File: config.mk
export PLATFORM = sky130hd
export DESIGN_NAME = instruction_fetch
export DESIGN_NICKNAME = d
export VERILOG_FILES = /design/src/rtl/instruction_fetch.sv
export SDC_FILE = /design/constraint.sdc
export NUM_CORES = 1
export LEC_CHECK = 0
export BUFFER_PORTS_ARGS = -buffer_cell sky130_fd_sc_hd__buf_4
export CAP_MARGIN = 5
export CORE_ASPECT_RATIO = 1.5
export CORE_MARGIN = 2
export CORE_UTILIZATION = 55
export DETAILED_ROUTE_END_ITERATION = 8
export GPL_TIMING_DRIVEN = 0
export HOLD_SLACK_MARGIN = 0.1
export PLACE_DENSITY = 0.79
export SLEW_MARGIN = 20
export SYNTH_ARGS = -nofsm -noshare
export SYNTH_HDL_FRONTEND = slang
export SYNTH_SLANG_ARGS = --single-unit
File: constraint.sdc
create_clock -name clk -period 7.51 [get_ports clk]
set_input_delay 1.502 -clock clk [delete_from_list [all_inputs] [get_ports clk]]
set_output_delay 1.502 -clock clk [all_outputs]
set_load 0.02 [all_outputs]
File: src/rtl/instruction_fetch.sv
// Fetch stage: owns the PC, drives instruction memory, and queues {pc, word}
// pairs in a small FIFO handed to decode over valid/ready.
module instruction_fetch #(
  parameter int unsigned     XLEN     = 64,
  parameter int unsigned     ILEN     = 32,
  parameter logic [XLEN-1:0] RESET_PC = '0,
  parameter int unsigned     DEPTH    = 2
) (
  input  logic            clk,
  input  logic            rst_n,
  output logic [XLEN-1:0] imem_addr,
  input  logic [ILEN-1:0] imem_data,
  input  logic            redirect,
  input  logic [XLEN-1:0] redirect_pc,
  output logic            instr_valid,
  input  logic            instr_ready,
  output logic [ILEN-1:0] instr,
  output logic [XLEN-1:0] instr_pc,
  output logic            fetch_fault
);

  localparam int unsigned PW = (DEPTH > 1) ? $clog2(DEPTH) : 1;
  localparam int unsigned CW = $clog2(DEPTH) + 1;

  typedef enum logic {RUN = 1'b0, FAULT = 1'b1} state_t;

  state_t          state;
  logic [XLEN-1:0] pc;
  logic [CW-1:0]   count;
  logic [PW-1:0]   rd_ptr;
  logic [PW-1:0]   wr_ptr;
  logic [XLEN-1:0] pc_mem  [DEPTH];
  logic [ILEN-1:0] ins_mem [DEPTH];

  logic pop;
  logic push;
  logic target_ok;

  assign pop       = instr_valid & instr_ready;
  assign push      = (state == RUN) & ~redirect & ((count < CW'(DEPTH)) | pop);
  assign target_ok = (redirect_pc[1:0] == 2'b00);

  // FIFO storage is data only; validity lives in count, so no reset needed.
  always_ff @(posedge clk) begin
    if (push) begin
      pc_mem[wr_ptr]  <= pc;
      ins_mem[wr_ptr] <= imem_data;
    end
  end

  // PC, FIFO pointers and RUN/FAULT state; redirect overrides push and pop.
  always_ff @(posedge clk or negedge rst_n) begin
    if (!rst_n) begin
      state  <= RUN;
      pc     <= RESET_PC;
      count  <= '0;
      rd_ptr <= '0;
      wr_ptr <= '0;
    end else if (redirect) begin
      count  <= '0;
      rd_ptr <= '0;
      wr_ptr <= '0;
      if (target_ok) begin
        pc    <= redirect_pc;
        state <= RUN;
      end else begin
        state <= FAULT;
      end
    end else begin
      if (push) begin
        wr_ptr <= wr_ptr + PW'(1);
        pc     <= pc + XLEN'(4);
      end
      if (pop) begin
        rd_ptr <= rd_ptr + PW'(1);
      end
      case ({push, pop})
        2'b10:   count <= count + CW'(1);
        2'b01:   count <= count - CW'(1);
        default: count <= count;
      endcase
    end
  end

  // Outputs are pure functions of the registers above, never of inputs.
  assign imem_addr   = pc;
  assign instr_valid = (count != '0);
  assign instr       = instr_valid ? ins_mem[rd_ptr] : '0;
  assign instr_pc    = instr_valid ? pc_mem[rd_ptr]  : '0;
  assign fetch_fault = (state == FAULT);

endmodule

== Word level (Yosys, flattened, before mapping) ==
Memory sizes are Yosys's and may differ from the RTL's.
Index checks and enable logic that the tools add are counted.
Operators by class
  add/subtract/negate cells: 5
  $lt $le $gt $ge: 1
  equality and inequality tests: 3
  mux-type cells: 14
  bitwise operators: 6
  reduce and logical (&&, ||, !) cells: 6
Operators by type and width (number)
  $mux 64: 4
  $add 64x3->64 const B: 1
  $mux 32: 1
  $mux 1: 7
  $reduce_bool 2->1: 3
  $pmux 2 s2: 1
  $and 1x1->1: 3
  $reduce_bool 3->1: 1
  $add 1x1->1 const B: 2
  $add 2x1->2 const B: 1
  $eq 2x1->1 const B: 1
  $eq 2x2->1 const B: 1
  $logic_not 2->1: 1
  $lt 2x2->1 const B: 1
  $mux 2: 1
  $ne 2x1->1 const B: 1
  $not 1->1: 2
  $reduce_and 2->1: 1
  $sub 2x1->2 const B: 1
  $or 1x1->1: 1
Storage, ports and cells
  bits in registers: 69
  RAM bits: 192
  input bits: 100
  output and inout port bits: 162
  logic and storage cells: 42
  memories kept: 2
Memory list
  pc_mem: depth 2, bits a word 64, read ports 1, clocked after Yosys merged registers in 0, wr ports 1, line 32  | logic [XLEN-1:0] pc_mem [DEPTH];
  ins_mem: depth 2, bits a word 32, read ports 1, clocked after Yosys merged registers in 0, wr ports 1, line 33  | logic [ILEN-1:0] ins_mem [DEPTH];

== Longest topological paths before layout ==
Gate-level depths: netlist of run 1.
  word-level depth: 7
  depth in mapped cells: 9
  gate-level depth less buffers: 6

== Worst setup path after synthesis of run 1 ==
OpenSTA, ideal clock, no wires.
  kind: input port to flip-flop
  start: input port instr_ready
  end: memory ins_mem[0][0], enable pin
  library setup time: 552 ps
  data arrival time: 5929 ps
  data required time: 6958 ps
  slack: 1029 ps
  cell stages on the path: 4
  path buffers: 1
  cell sequence: nor2b_1 clkbuf_1 nand2b_1 nor2_1
Between the ends
  cells in the longest elaborated chain, start to end: 5
Ends and longest elaborated chain
  start: declaration: line 16  | input logic instr_ready,
  $and 1x1->1: line 39  | assign pop = instr_valid & instr_ready;
  $or 1x1->1: line 40  | assign push = (state == RUN) & ~redirect & ((count < CW'(DEPTH)) | pop);
  $and 1x1->1: line 40
  $mux 1: line 45  | if (push) begin
  $mux 1 (not written as such): line 47  | ins_mem[wr_ptr] <= imem_data;
  end: declaration: line 33
Every way passes these cells.

== Worst setup path in the final report of run 1 ==
  start: register rd_ptr
  end: output port instr_pc[41]
Between the ends
  cells in the longest elaborated chain, start to end: 2
Ends and longest elaborated chain
  start: declaration: line 30  | logic [PW-1:0] rd_ptr;
  start signal: assignment: line 75  | rd_ptr <= rd_ptr + PW'(1);
  $mem_v2 2x64
  $mux 64: line 89  | assign instr_pc = instr_valid ? pc_mem[rd_ptr] : '0;
  end: declaration: line 18  | output logic [XLEN-1:0] instr_pc,
Every way passes these cells.

==> results of run 1 <==
-- state kept, by name, summed over array words and instances, names as in the netlist --
register and flops:
count 2, imem_addr 64, pc_mem 128, ins_mem 64, wr_ptr 1, rd_ptr 1
fetch_fault 1
-- power by group through the flow --
stage	sequential [uW]	combinational, uW	clock (uW)
detailed placement	1890	752	0
CTS	1860	757	1330
global route	1870	813	1390
global placement	1890	734	0
finish	1860	762	1320
floorplan	1900	348	0
-- final timing paths --
kind	start	endpoint	slack [ns]	cells past startpoint
max	rd_ptr	instr_pc[41]	2.94	6
min	imem_addr[0]	pc_mem[0][0]	0.50	0
min reg2reg	imem_addr[0]	pc_mem[0][0]	0.50	0
min in group asynchronous	rst_n	imem_addr[2]	1.10	1
max in group asynchronous	rst_n	imem_addr[35]	5.75	1
max reg2reg	count[1]	imem_addr[43]	4.12	7
-- per-stage QoR --
stage	setup WS, ns	hold WS, ns	setup TNS (ns)
floorplan	1.03	0.536	0
global placement	-1.60	0.474	-151.95
detailed placement	3.15	0.486	0
CTS	2.82	0.504	0
global route	2.72	0.515	0
finish	2.94	0.499	0
-- routing by layer --
metal | wire [um] | up-vias | track usage (%)
met3 | 2970 | 136 | 4.46
met1 | 13500 | 4803 | 37.4
li1 | - | 4492 | -
met5 | 0 | - | 0
met2 | 19100 | 637 | 55.2
met4 | 2150 | 0 | 16.8
-- critical path: stages, from the launching register on --
cell      delay [ns]
dfrtp_1         0.33
clkbuf_1        0.39
buf_1           0.67
buf_1           0.60
mux2i_1         0.30
nor2_1          0.06
buf_4           0.17
-- cells by family after synthesis --
kind of cell / count (synthesis)
buf+inv: 87
fa+ha+maj: 1
flops: 261
simple gates: 424
mux: 106
compound gates: 151
xor+xnor: 1
-- cell usage in the layout (no fill, tap or decap), types with 5 or more instances in the layout --
master / Yosys / layout
o21ai_0: 40 / 40
or3_1: 11 / 11
nor2_1: 145 / 144
mux2i_1: 105 / 105
and2_1: 6 / 5
nor4_1: 24 / 24
dfrtp_1: 69 / 69
a311oi_1: 5 / 5
clkbuf_1: 46 / 49
buf_1: 12 / 12
nor3_1: 23 / 23
and4_1: 6 / 6
nand4_1: 38 / 38
and4_2: 5 / 5
nand3_1: 47 / 47
or4_1: 5 / 5
a22oi_1: 11 / 11
a31oi_1: 12 / 12
o22ai_1: 5 / 5
o211ai_1: 7 / 7
and3_1: 24 / 24
a21oi_1: 38 / 38
nor3b_1: 6 / 6
o2bb2ai_1: 5 / 5
bufinv_16: 0 / 5
inv_1: 20 / 20
nand2_1: 58 / 58
clkbuf_16: 0 / 24
buf_4: 0 / 260
edfxtp_1: 192 / 192
-- area by class of cell --
cell class	instances	area (sq um)	share of cell area [%]
Inverter	20	75.1	0.487
Multi-Input combinational cell	683	4240	27.5
Timing Repair Buffer	266	2090	13.6
Sequential cell	261	7490	48.6
Tap cell	272	340	2.21
Clock buffer	29	639	4.15
Buffer	67	303	1.97
Clock inverter	15	223	1.45
==> summary.txt, run 1 <==
Status
  – Status: finished clean

Yosys
  – Yosys reg bits: 261
  – Number of synthesized flops with an enable pin: 192
  – Predominant post-synthesis flop cell: edfxtp_1
  – Largest family of logic cells by synthesized area: simple AND/OR/NAND/NOR gates
  – Post-synth top area cell: edfxtp_1
  – Post-synth ARST share: 26.4%
  – Ranking of synthesized cells by area: edfxtp_1, dfrtp_1, mux2i_1, nor2_1, nand4_1
  – Top cell type's share of synthesized area: 47.6%
  – Net count after synthesis: 1132
  – Syn_area_per_cell: 11.7 sq um
  – Seq/Total Area, Yosys: 61.9%
  – Synth warnings: 0
  – Gate count of the mapped netlist: 1031
  – Most frequent cell after synthesis: edfxtp_1
  – Simple-Gate Fraction of Synth Area: 18.0%
  – Post-synthesis compound-gate area fraction: 7.97%
  – Cell area after synthesis: 12100 sq um
  – Netlist cell types: 62
  – Multiplexer share of the synthesized area: 8.78%
  – Adder-Cell Fraction of Synth Area: 0.103%
  – Synth top cells by count: edfxtp_1, nor2_1, mux2i_1
  – Synth Area in XOR/XNOR: 0.0724%

Timing
  – Final-report max-slew violation count: 0
  – RSZ-0062 raised after global routing: no
  – Fmax: 0.219 GHz
  – Slew @ Worst Pin: 1.12 ns
  – Clock Skew: 0.0234 ns
  – Slew Limit Headroom: 24.8%
  – Period minus WS final: 4.57 ns
  – Final setup vio count: 0
  – Fin crit share: 60.8%
  – Hold Violations, Final: 0

Setup path
  – Worst Path Required: 6.01 ns
  – Crit path launch type: flop
  – Crit. End Element: output port
  – Critical path fanouts, max: 10
  – Crit Path Class: flop to output port
  – CP arrival: 3.07 ns

Layout
  – # diodes: 0
  – Final instance area: 15400 sq um
  – Layout Nets: 1424
  – Non-filler instance count after layout: 1613
  – Share of cells above drive strength 1: 25.3%
  – Final core occ: 71.2%
  – Number of fill cells: 1585
  – Syn-to-layout area delta: 27.3%

Global route
  – Largest net degree at the start of global routing: 70
  – Vias in the first global route: 9794
  – Initial antenna violation count: 0
  – Tot GR Track Use: 31.4%
  – Global-route wire length before repair: 56000 um
  – Remaining Overflow, GRT: 0

Clock network
  – Clk_lat worst skew: 0.54 ns
  – CTS Hold Buffers Added: 0
  – Max Root-Sink Buffers: 3
  – Root buf cell: clkbuf_16
  – CTS tree: yes
  – Clock sink count: 261
  – H-Tree Depth: 1
  – Postcts setup bufs: 0
  – Cts repair resizes: 0
  – Num CTS Buffers: 24
  – CTS clk-pin slew, worst paths: 0.07 ns

Route
  – Drc violations: 0
  – Vias per inst: 6.24
  – WL final: 37700 um
  – Initial drt markers: 985
  – Routed WL per cell: 23.4 um
  – DR pass1 iterations: 5
  – Antenna viol nets, final: 0
  – Via count: 10100

Worst hold path
  – Class of the tightest hold or removal check: flop to flop

Pwr
  – Combinational share of power: 19.3%
  – P_int: 2770 uW
  – Sequential fraction of design power: 47.2%
  – LEAKAGE: 0.00582 uW
  – Switch share: 29.9%
  – Pwr dens: 256 nW/um^2
  – Worst vdd ir: 0.284 mV
  – Clk pwr share: 33.5%
  – P_sw: 1180 uW
  – Tot Pwr: 3950 uW

Floorplanning
  – Die ar.: 23200 sq um
  – Rows: 66
  – Top-Level Pins: 262
  – Die extent in y: 186 um
  – Initial Utilization: 55.9%
  – Core Region: 21600 sq um
  – Die Wd: 125 um

Job
  – Max-Cap Viols: 0

Place
  – IO Port Bufs: 260
  – DP HPWL: 27000 um
  – Final RePlAce weighted congestion: 0.966
  – Dpl cell area: 14500 sq um
  – Dpl cells: 1569
Power figures use the tool's default switching activity.
==> run 2: changes to the inputs <==
--- a/config.mk
+++ b/config.mk
@@ -5,6 +5,7 @@
 export SDC_FILE = /design/constraint.sdc
 export NUM_CORES = 1
 export LEC_CHECK = 0
+export ABC_AREA = 1
 export BUFFER_PORTS_ARGS = -buffer_cell sky130_fd_sc_hd__buf_4
 export CAP_MARGIN = 5
 export CORE_ASPECT_RATIO = 1.5
@@ -13,7 +14,7 @@
 export DETAILED_ROUTE_END_ITERATION = 8
 export GPL_TIMING_DRIVEN = 0
 export HOLD_SLACK_MARGIN = 0.1
-export PLACE_DENSITY = 0.79
+export PLACE_DENSITY = 0.78
 export SLEW_MARGIN = 20
 export SYNTH_ARGS = -nofsm -noshare
 export SYNTH_HDL_FRONTEND = slang
==> constraint.sdc (replaced) <==
create_clock -name clk -period 4.6 [get_ports clk]
set_input_delay 0.92 -clock clk [delete_from_list [all_inputs] [get_ports clk]]
set_output_delay 0.92 -clock clk [all_outputs]
set_load 0.02 [all_outputs]
==> run 2 against run 1 <==
  * First-iteration DRC count decreased by 6.6%
  * Worst hold slack gained 0.0042 ns
  * Global-route usage is 1.3 points higher
  * Wire length increased by 4.7%
  * Via count grew 11%
  * Critical path type unchanged
  * Critical endpoint is now instr_pc[24]
  * Largest power group unchanged
  * Highest routed layer unchanged
==> summary.txt, run 2 <==
Global route
  – Tot GR Track Use: 32.7% (+1.3 points)
  – Initial antenna violation count: 0 (unchanged)
  – Global-route wire length before repair: 59700 um (+6.6%)
  – Vias in the first global route: 10900 (+11%)
  – Remaining Overflow, GRT: 0 (unchanged)
  – Largest net degree at the start of global routing: 70 (unchanged)

Yosys
  – Predominant post-synthesis flop cell: edfxtp_1
  – Gate count of the mapped netlist: 1422 (+38%)
  – Seq/Total Area, Yosys: 60.0% (-1.9 points)
  – Netlist cell types: 31 (-50%)
  – Synth warnings: 0 (unchanged)
  – Number of synthesized flops with an enable pin: 192 (unchanged)
  – Syn_area_per_cell: 8.78 sq um (-25%)
  – Most frequent cell after synthesis: nand2_1
  – Cell area after synthesis: 12500 sq um (+3.2%)
  – Ranking of synthesized cells by area: edfxtp_1, nand2_1, dfrtp_1, a21oi_1, nor2_1
  – Synth top cells by count: nand2_1, edfxtp_1, nor2_1
  – Top cell type's share of synthesized area: 46.2% (-1.5 points)
  – Post-synth ARST share: 26.4% (unchanged)
  – Post-synth top area cell: edfxtp_1
  – Yosys reg bits: 261 (unchanged)
  – Net count after synthesis: 1523 (+35%)

Route
  – Via count: 11100 (+11%)
  – Vias per inst: 5.55 (-11%)
  – Initial drt markers: 920 (-6.6%)
  – WL final: 39500 um (+4.7%)
  – Antenna viol nets, final: 0 (unchanged)
  – DR pass1 iterations: 7 (+2)
  – Drc violations: 0 (unchanged)
  – Routed WL per cell: 19.6 um (-16%)

Clock network
  – Clock sink count: 261 (unchanged)
  – Max Root-Sink Buffers: 3 (unchanged)
  – Num CTS Buffers: 24 (unchanged)
  – CTS Hold Buffers Added: 0 (unchanged)
  – H-Tree Depth: 1 (unchanged)
  – Postcts setup bufs: 0 (unchanged)
  – Cts repair resizes: 0 (unchanged)
  – CTS clk-pin slew, worst paths: 0.07 ns (about the same)
  – Root buf cell: clkbuf_16
  – CTS tree: yes
  – Clk_lat worst skew: 0.53 ns (about the same)

Layout
  – Number of flip-flops in the largest register: 128 (unchanged)
  – Syn-to-layout area delta: 26.6%
  – Most frequent cells in the layout: nand2_1, buf_4, edfxtp_1, nor2_1, a21oi_1
  – Share of cells above drive strength 1: 21.1% (-4.2 points)
  – Most common cell after layout, fill and taps aside: nand2_1
  – # diodes: 0 (unchanged)
  – Layout Nets: 1818 (+28%)
  – Top reg by flops: pc_mem
  – Non-filler instance count after layout: 2010 (+25%)

Setup path
  – Crit. End Element: output port
  – Crit Path Class: flop to output port
  – Critical-path cell list: nor2_1 -> buf_2 -> buf_1 -> a21oi_1 -> buf_4
  – Critical path fanouts, max: 10 (unchanged)
  – Crit path launch type: flop
  – Worst Path Required: 3.68 ns (-2.33 ns)
  – CP max stage delay: 0.54 ns (-0.13 ns)
  – Slowest-stage cell, CP: nor2_1
  – CP arrival: 2.69 ns (-0.38 ns)

Pwr
  – Worst vdd ir: 0.394 mV (+38%)
  – Tot Pwr: 8590 uW (+120%)
  – LEAKAGE: 0.00676 uW (+16%)
  – Pwr dens: 543 nW/um^2 (+110%)

Floorplanning
  – Die extent in y: 189 um (+1.6%)
  – Top-Level Pins: 262 (unchanged)
  – Die ar.: 24000 sq um (+3.1%)
  – Initial Utilization: 56.0% (+0.087 points)
  – Die Wd: 127 um (+1.5%)
  – Core Region: 22300 sq um (+3.1%)
  – Rows: 67 (+1.5%)

Timing
  – Fin crit share: 78.4%
  – RSZ-0062 raised after global routing: no
  – Fmax: 0.277 GHz
  – Period minus WS final: 3.61 ns
  – WHS: 0.503 ns (+0.00416 ns)
  – Clock Skew: 0.0229 ns (-0.000548 ns)
  – Final setup vio count: 0 (unchanged)
  – Slew @ Worst Pin: 0.937 ns (-0.182 ns)
  – Slew Limit Headroom: 37.5% (+13 points)
  – Final-report max-slew violation count: 0 (unchanged)
  – Hold Violations, Final: 0 (unchanged)

Place
  – Final RePlAce weighted congestion: 0.970 (+0.36%)
  – DP HPWL: 29600 um (+9.3%)
  – Dpl cells: 1967 (+25%)
  – IO Port Bufs: 261 (+0.38%)

Job
  – Max-Cap Viols: 0 (unchanged)

Status
  – Status: finished clean

Worst hold path
  – Class of the tightest hold or removal check: flop to flop
[run 2: cell count changes after synthesis, moves of 28 or more]
| cell | previous run | this run |
|---|---|---|
| a21oi_1 | 38 | 140 |
| nand4_1 | 38 | 10 |
| nand2_1 | 58 | 485 |
| inv_1 | 20 | 97 |
| nor2_1 | 145 | 176 |
| mux2i_1 | 105 | 0 |
| nand3_1 | 47 | 75 |
[run 2: logic make-up after synthesis]
| kind of cell | after synthesis | synth area share, % |
|---|---|---|
| AO/OA/AOI/OAI | 214 | 8.84 |
| buffers and inverters | 158 | 4.90 |
| flip-flops | 261 | 60.0 |
| XOR/XNOR | 3 | 0.210 |
| adder cells (fa/ha/maj) | 1 | 0.100 |
| AND/OR/NAND/NOR | 785 | 26.0 |
[run 2: layout make-up]
| type | instances | area, sq um |
|---|---|---|
| flip-flops and latches | 261 | 7490 |
| fillers | 1772 | 6490 |
| multi-input cells | 1003 | 4400 |
| repair buffers | 269 | 2150 |
| clock buffers | 29 | 661 |
| inverters | 100 | 375 |
| well taps | 276 | 345 |
| plain buffers | 58 | 236 |
| clock inverters | 14 | 149 |
[run 2: per-stage QoR]
step | cell area [sq um] | setup TNS, ns | setup slack, ns | utilization [%]
after floorplan | 12500 | -228.19 | -1.19 | -
after global placement | 14800 | -660.74 | -3.47 | 66.4
after detailed placement | 15000 | 0 | 1.55 | 67.3
after CTS | 15800 | 0 | 0.979 | 70.9
after global routing | 15800 | 0 | 0.896 | 70.9
final | 15800 | 0 | 0.992 | 70.9
[run 2: final timing paths]
check	depth (start not counted)	startpoint	to	slack (ns)
min in group asynchronous	1	rst_n	imem_addr[56]	0.54
setup / recovery	5	count[0]	instr_pc[24]	0.99
setup reg to reg	9	imem_addr[43]	imem_addr[63]	2.41
max in group asynchronous	1	rst_n	imem_addr[20]	3.45
hold reg to reg	0	imem_addr[0]	pc_mem[1][0]	0.50
hold / removal	0	imem_addr[0]	pc_mem[1][0]	0.50
[run 2: worst max-delay path, delay by kind of cell (launching register included)]
family / cells / cell delay, ns
buffers and inverters: 3 / 1.09
AND/OR/NAND/NOR: 1 / 0.54
flip-flops: 1 / 0.42
AO/OA/AOI/OAI: 1 / 0.11
[run 2: power by group]
part	total [uW]	internal [uW]	switching (uW)	leakage [uW]
registers	3320	2880	443	0.00259
clock network	2060	1190	872	0.000402
logic	3210	1150	2060	0.00377
[run 2: per-layer routing]
layer | routed length, um | share of wire (%) | GRT usage (%)
met1 | 14200 | 36 | 37.4
met2 | 21000 | 53 | 60.4
met3 | 2320 | 5.9 | 3.52
met4 | 2040 | 5.2 | 15.8
met5 | 0 | 0 | 0
==> run 3: changes to the inputs <==
--- a/config.mk
+++ b/config.mk
@@ -10,11 +10,11 @@
 export CAP_MARGIN = 5
 export CORE_ASPECT_RATIO = 1.5
 export CORE_MARGIN = 2
-export CORE_UTILIZATION = 55
+export CORE_UTILIZATION = 50
 export DETAILED_ROUTE_END_ITERATION = 8
 export GPL_TIMING_DRIVEN = 0
 export HOLD_SLACK_MARGIN = 0.1
-export PLACE_DENSITY = 0.78
+export PLACE_DENSITY = 0.75
 export SLEW_MARGIN = 20
 export SYNTH_ARGS = -nofsm -noshare
 export SYNTH_HDL_FRONTEND = slang
==> constraint.sdc (replaced) <==
create_clock -name clk -period 3.2 [get_ports clk]
set_input_delay 0.64 -clock clk [delete_from_list [all_inputs] [get_ports clk]]
set_output_delay 0.64 -clock clk [all_outputs]
set_load 0.02 [all_outputs]
==> run 3 against run 2 <==
  * Wire length grew 3.4%
  * Utilization shrank 6.1 points
  * Clock-buffer cell count is 2 higher
  * Global-route usage decreased by 1.9 points
  * Via count fell by 1.5%
  * Register-to-register slack lost 1.4 ns
  * Cell area increased by 0.21%
  * Sequential share of layout area down 0.097 points
  * Combinational power grew 44%
  * Worst setup slack worse by 0.78 ns
  * Critical path type unchanged
==> summary.txt, run 3 (same netlist as run 2, synthesis figures left out) <==
Setup path
  – Crit path launch type: flop
  – Crit Path Class: flop to output port
  – Crit. End Element: output port
  – Crit path from: rd_ptr
  – WP buf/inv: 5 (+2)
  – Slowest-stage cell, CP: buf_2
  – Critical path fanouts, max: 10 (unchanged)
  – Critical path's top delay family: buffers and inverters
  – Worst Path Required: 2.56 ns (-1.12 ns)
  – CP dominant cell by count: buf_2
  – CP arrival: 2.35 ns (-0.34 ns)
  – Worst r2r src: fetch_fault
  – Critical-path cell list: buf_2 -> clkinv_1 -> buf_2 -> clkbuf_2 -> nand2_1 -> a21oi_1 -> buf_4
  – CP max stage delay: 0.37 ns (-0.17 ns)

Route
  – Via count: 11000 (-1.5%)
  – Routed WL per cell: 19.8 um (+0.85%)
  – Drc violations: 0 (unchanged)
  – Initial drt markers: 770 (-16%)
  – WL final: 40800 um (+3.4%)
  – Antenna viol nets, final: 0 (unchanged)
  – DR pass1 iterations: 5 (-2)
  – Vias per inst: 5.33 (-4.0%)

Timing
  – Slew @ Worst Pin: 0.955 ns (+0.0177 ns)
  – Slew Limit Headroom: 36.3% (-1.2 points)
  – Clock Skew: 0.0148 ns (-0.00807 ns)
  – WHS: 0.268 ns (-0.235 ns)
  – Fin crit share: 93.3%
  – RSZ-0062 raised after global routing: no
  – Final setup vio count: 0 (unchanged)
  – Hold Violations, Final: 0 (unchanged)
  – Final-report max-slew violation count: 0 (unchanged)
  – Setup_tns: 0 ns (unchanged)
  – Period minus WS final: 2.99 ns
  – Fmax: 0.335 GHz

Floorplanning
  – Die ar.: 26300 sq um (+9.7%)
  – Core Region: 24400 sq um (+9.6%)
  – Die extent in y: 198 um (+4.8%)
  – Die Wd: 133 um (+4.7%)
  – Top-Level Pins: 262 (unchanged)
  – Initial Utilization: 51.1% (-4.9 points)
  – Rows: 70 (+4.5%)

Status
  – Status: finished clean

Place
  – IO Port Bufs: 261 (unchanged)
  – Dpl cell area: 15000 sq um (+0.17%)
  – Dpl cells: 2014 (+2.4%)
  – DP HPWL: 30800 um (+4.3%)
  – Final RePlAce weighted congestion: 1.02 (+5.6%)

Layout
  – Share of cells above drive strength 1: 21.3% (+0.22 points)
  – Most frequent cells in the layout: nand2_1, buf_4, edfxtp_1, nor2_1, a21oi_1
  – Layout Nets: 1818 (unchanged)
  – Syn-to-layout area delta: 26.8%
  – Non-filler instance count after layout: 2061 (+2.5%)
  – Number of flip-flops in the largest register: 128 (unchanged)
  – Area occupied by multi-input gates: 4410 sq um (about the same)
  – Number of fill cells: 2092 (+18%)
  – Sequential cell area: 7490 sq um (unchanged)
  – Final instance area: 15800 sq um (+0.21%)
  – Most common cell after layout, fill and taps aside: nand2_1
  – Top reg by flops: pc_mem

Global route
  – Grt peak-use layer: met2
  – Grt met2 use: 57.7% (-2.7 points)
  – Vias in the first global route: 10700 (-1.1%)
  – Initial antenna violation count: 2 (+2)
  – Largest net degree at the start of global routing: 70 (unchanged)
  – Tot GR Track Use: 30.8% (-1.9 points)
  – Remaining Overflow, GRT: 0 (unchanged)
  – Global-route wire length before repair: 61000 um (+2.2%)
  – Grt met1 use: 34.9% (-2.6 points)
  – Met3 usage: 3.36% (-0.16 points)

Pwr
  – Pwr dens: 779 nW/um^2 (+43%)
  – Worst vdd ir: 0.592 mV (+50%)
  – LEAKAGE: 0.00675 uW (about the same)

Clock network
  – CTS tree: yes
  – CTS clk-pin slew, worst paths: 0.06 ns (about the same)
  – Clock sink count: 261 (unchanged)
  – H-Tree Depth: 1 (unchanged)
  – Root buf cell: clkbuf_16
  – Max Root-Sink Buffers: 3 (unchanged)
  – Num CTS Buffers: 25 (+4.2%)
  – Clk_lat worst skew: 0.53 ns (about the same)
  – Postcts setup bufs: 0 (unchanged)

Job
  – Max-Cap Viols: 0 (unchanged)

Worst hold path
  – Class of the tightest hold or removal check: input pin to async pin
run 3: changes by cell type in the layout (fill, tap and decap cells not counted), moves of 2 or more:
cell      before  now
buf_16         4    2
diode_2        0    2
clkbuf_2       0    7
clkinv_2       7    5
clkbuf_8       2    0
clkbuf_1      33   36
buf_1         12    6
run 3: routing by layer:
layer,vias to the layer above,share of wire (%)
met5,-,0
met4,0,4.8
met3,103,5.6
met2,427,54
met1,5156,36
li1,5291,-
run 3: final cells by class:
cell class,instances,area share (%)
Inverter,100,2.37
Clock buffer,31,4.09
Tap cell,324,2.56
Timing Repair Buffer,268,13.3
Multi-Input combinational cell,1003,27.8
Antenna cell,2,0.0316
Sequential cell,261,47.3
Clock inverter,14,0.963
Buffer,58,1.55
run 3: power breakdown:
group	leakage [uW]	internal, uW	switching, uW
Sequential	0.00259	4130	672
Combinational	0.00377	1660	2950
Clock	0.000395	1690	1230
Total	0.00675	7480	4860
run 3: worst paths after layout:
kind / depth (start not counted) / to / slack [ns]
max in group asynchronous: 1 / imem_addr[26] / 2.31
worst max-delay path: 7 / instr_pc[54] / 0.21
min in group clk: 1 / ins_mem[1][24] / 0.30
worst min register to register: 1 / count[0] / 0.52
worst max register to register: 6 / pc_mem[1][47] / 1.01
worst min-delay path: 1 / imem_addr[33] / 0.27
run 3: stage by stage:
stage	setup WS (ns)	total power (uW)	util, %
final	0.214	12300	64.8
after global routing	0.0479	12900	64.8
after CTS	0.0440	12400	64.8
after detailed placement	0.420	9470	61.5
after floorplan	-0.689	7200	-
after global placement	-2.14	9370	60.8
run 3: what timing repair did:
| item | in CTS | in global routing |
|---|---|---|
| resized for setup | 1 | 8 |
| setup endpoints to repair | 30 | 34 |
| hold buffers | 0 | 0 |
run 3: worst reg2reg max path, stage by stage (launching register included):
cell and delay [ns]:
dfrtp_1 0.40, inv_1 0.08, nand2_1 0.08, o21bai_4 0.22, nor2_4 0.59, buf_12 0.28
buf_12 0.22
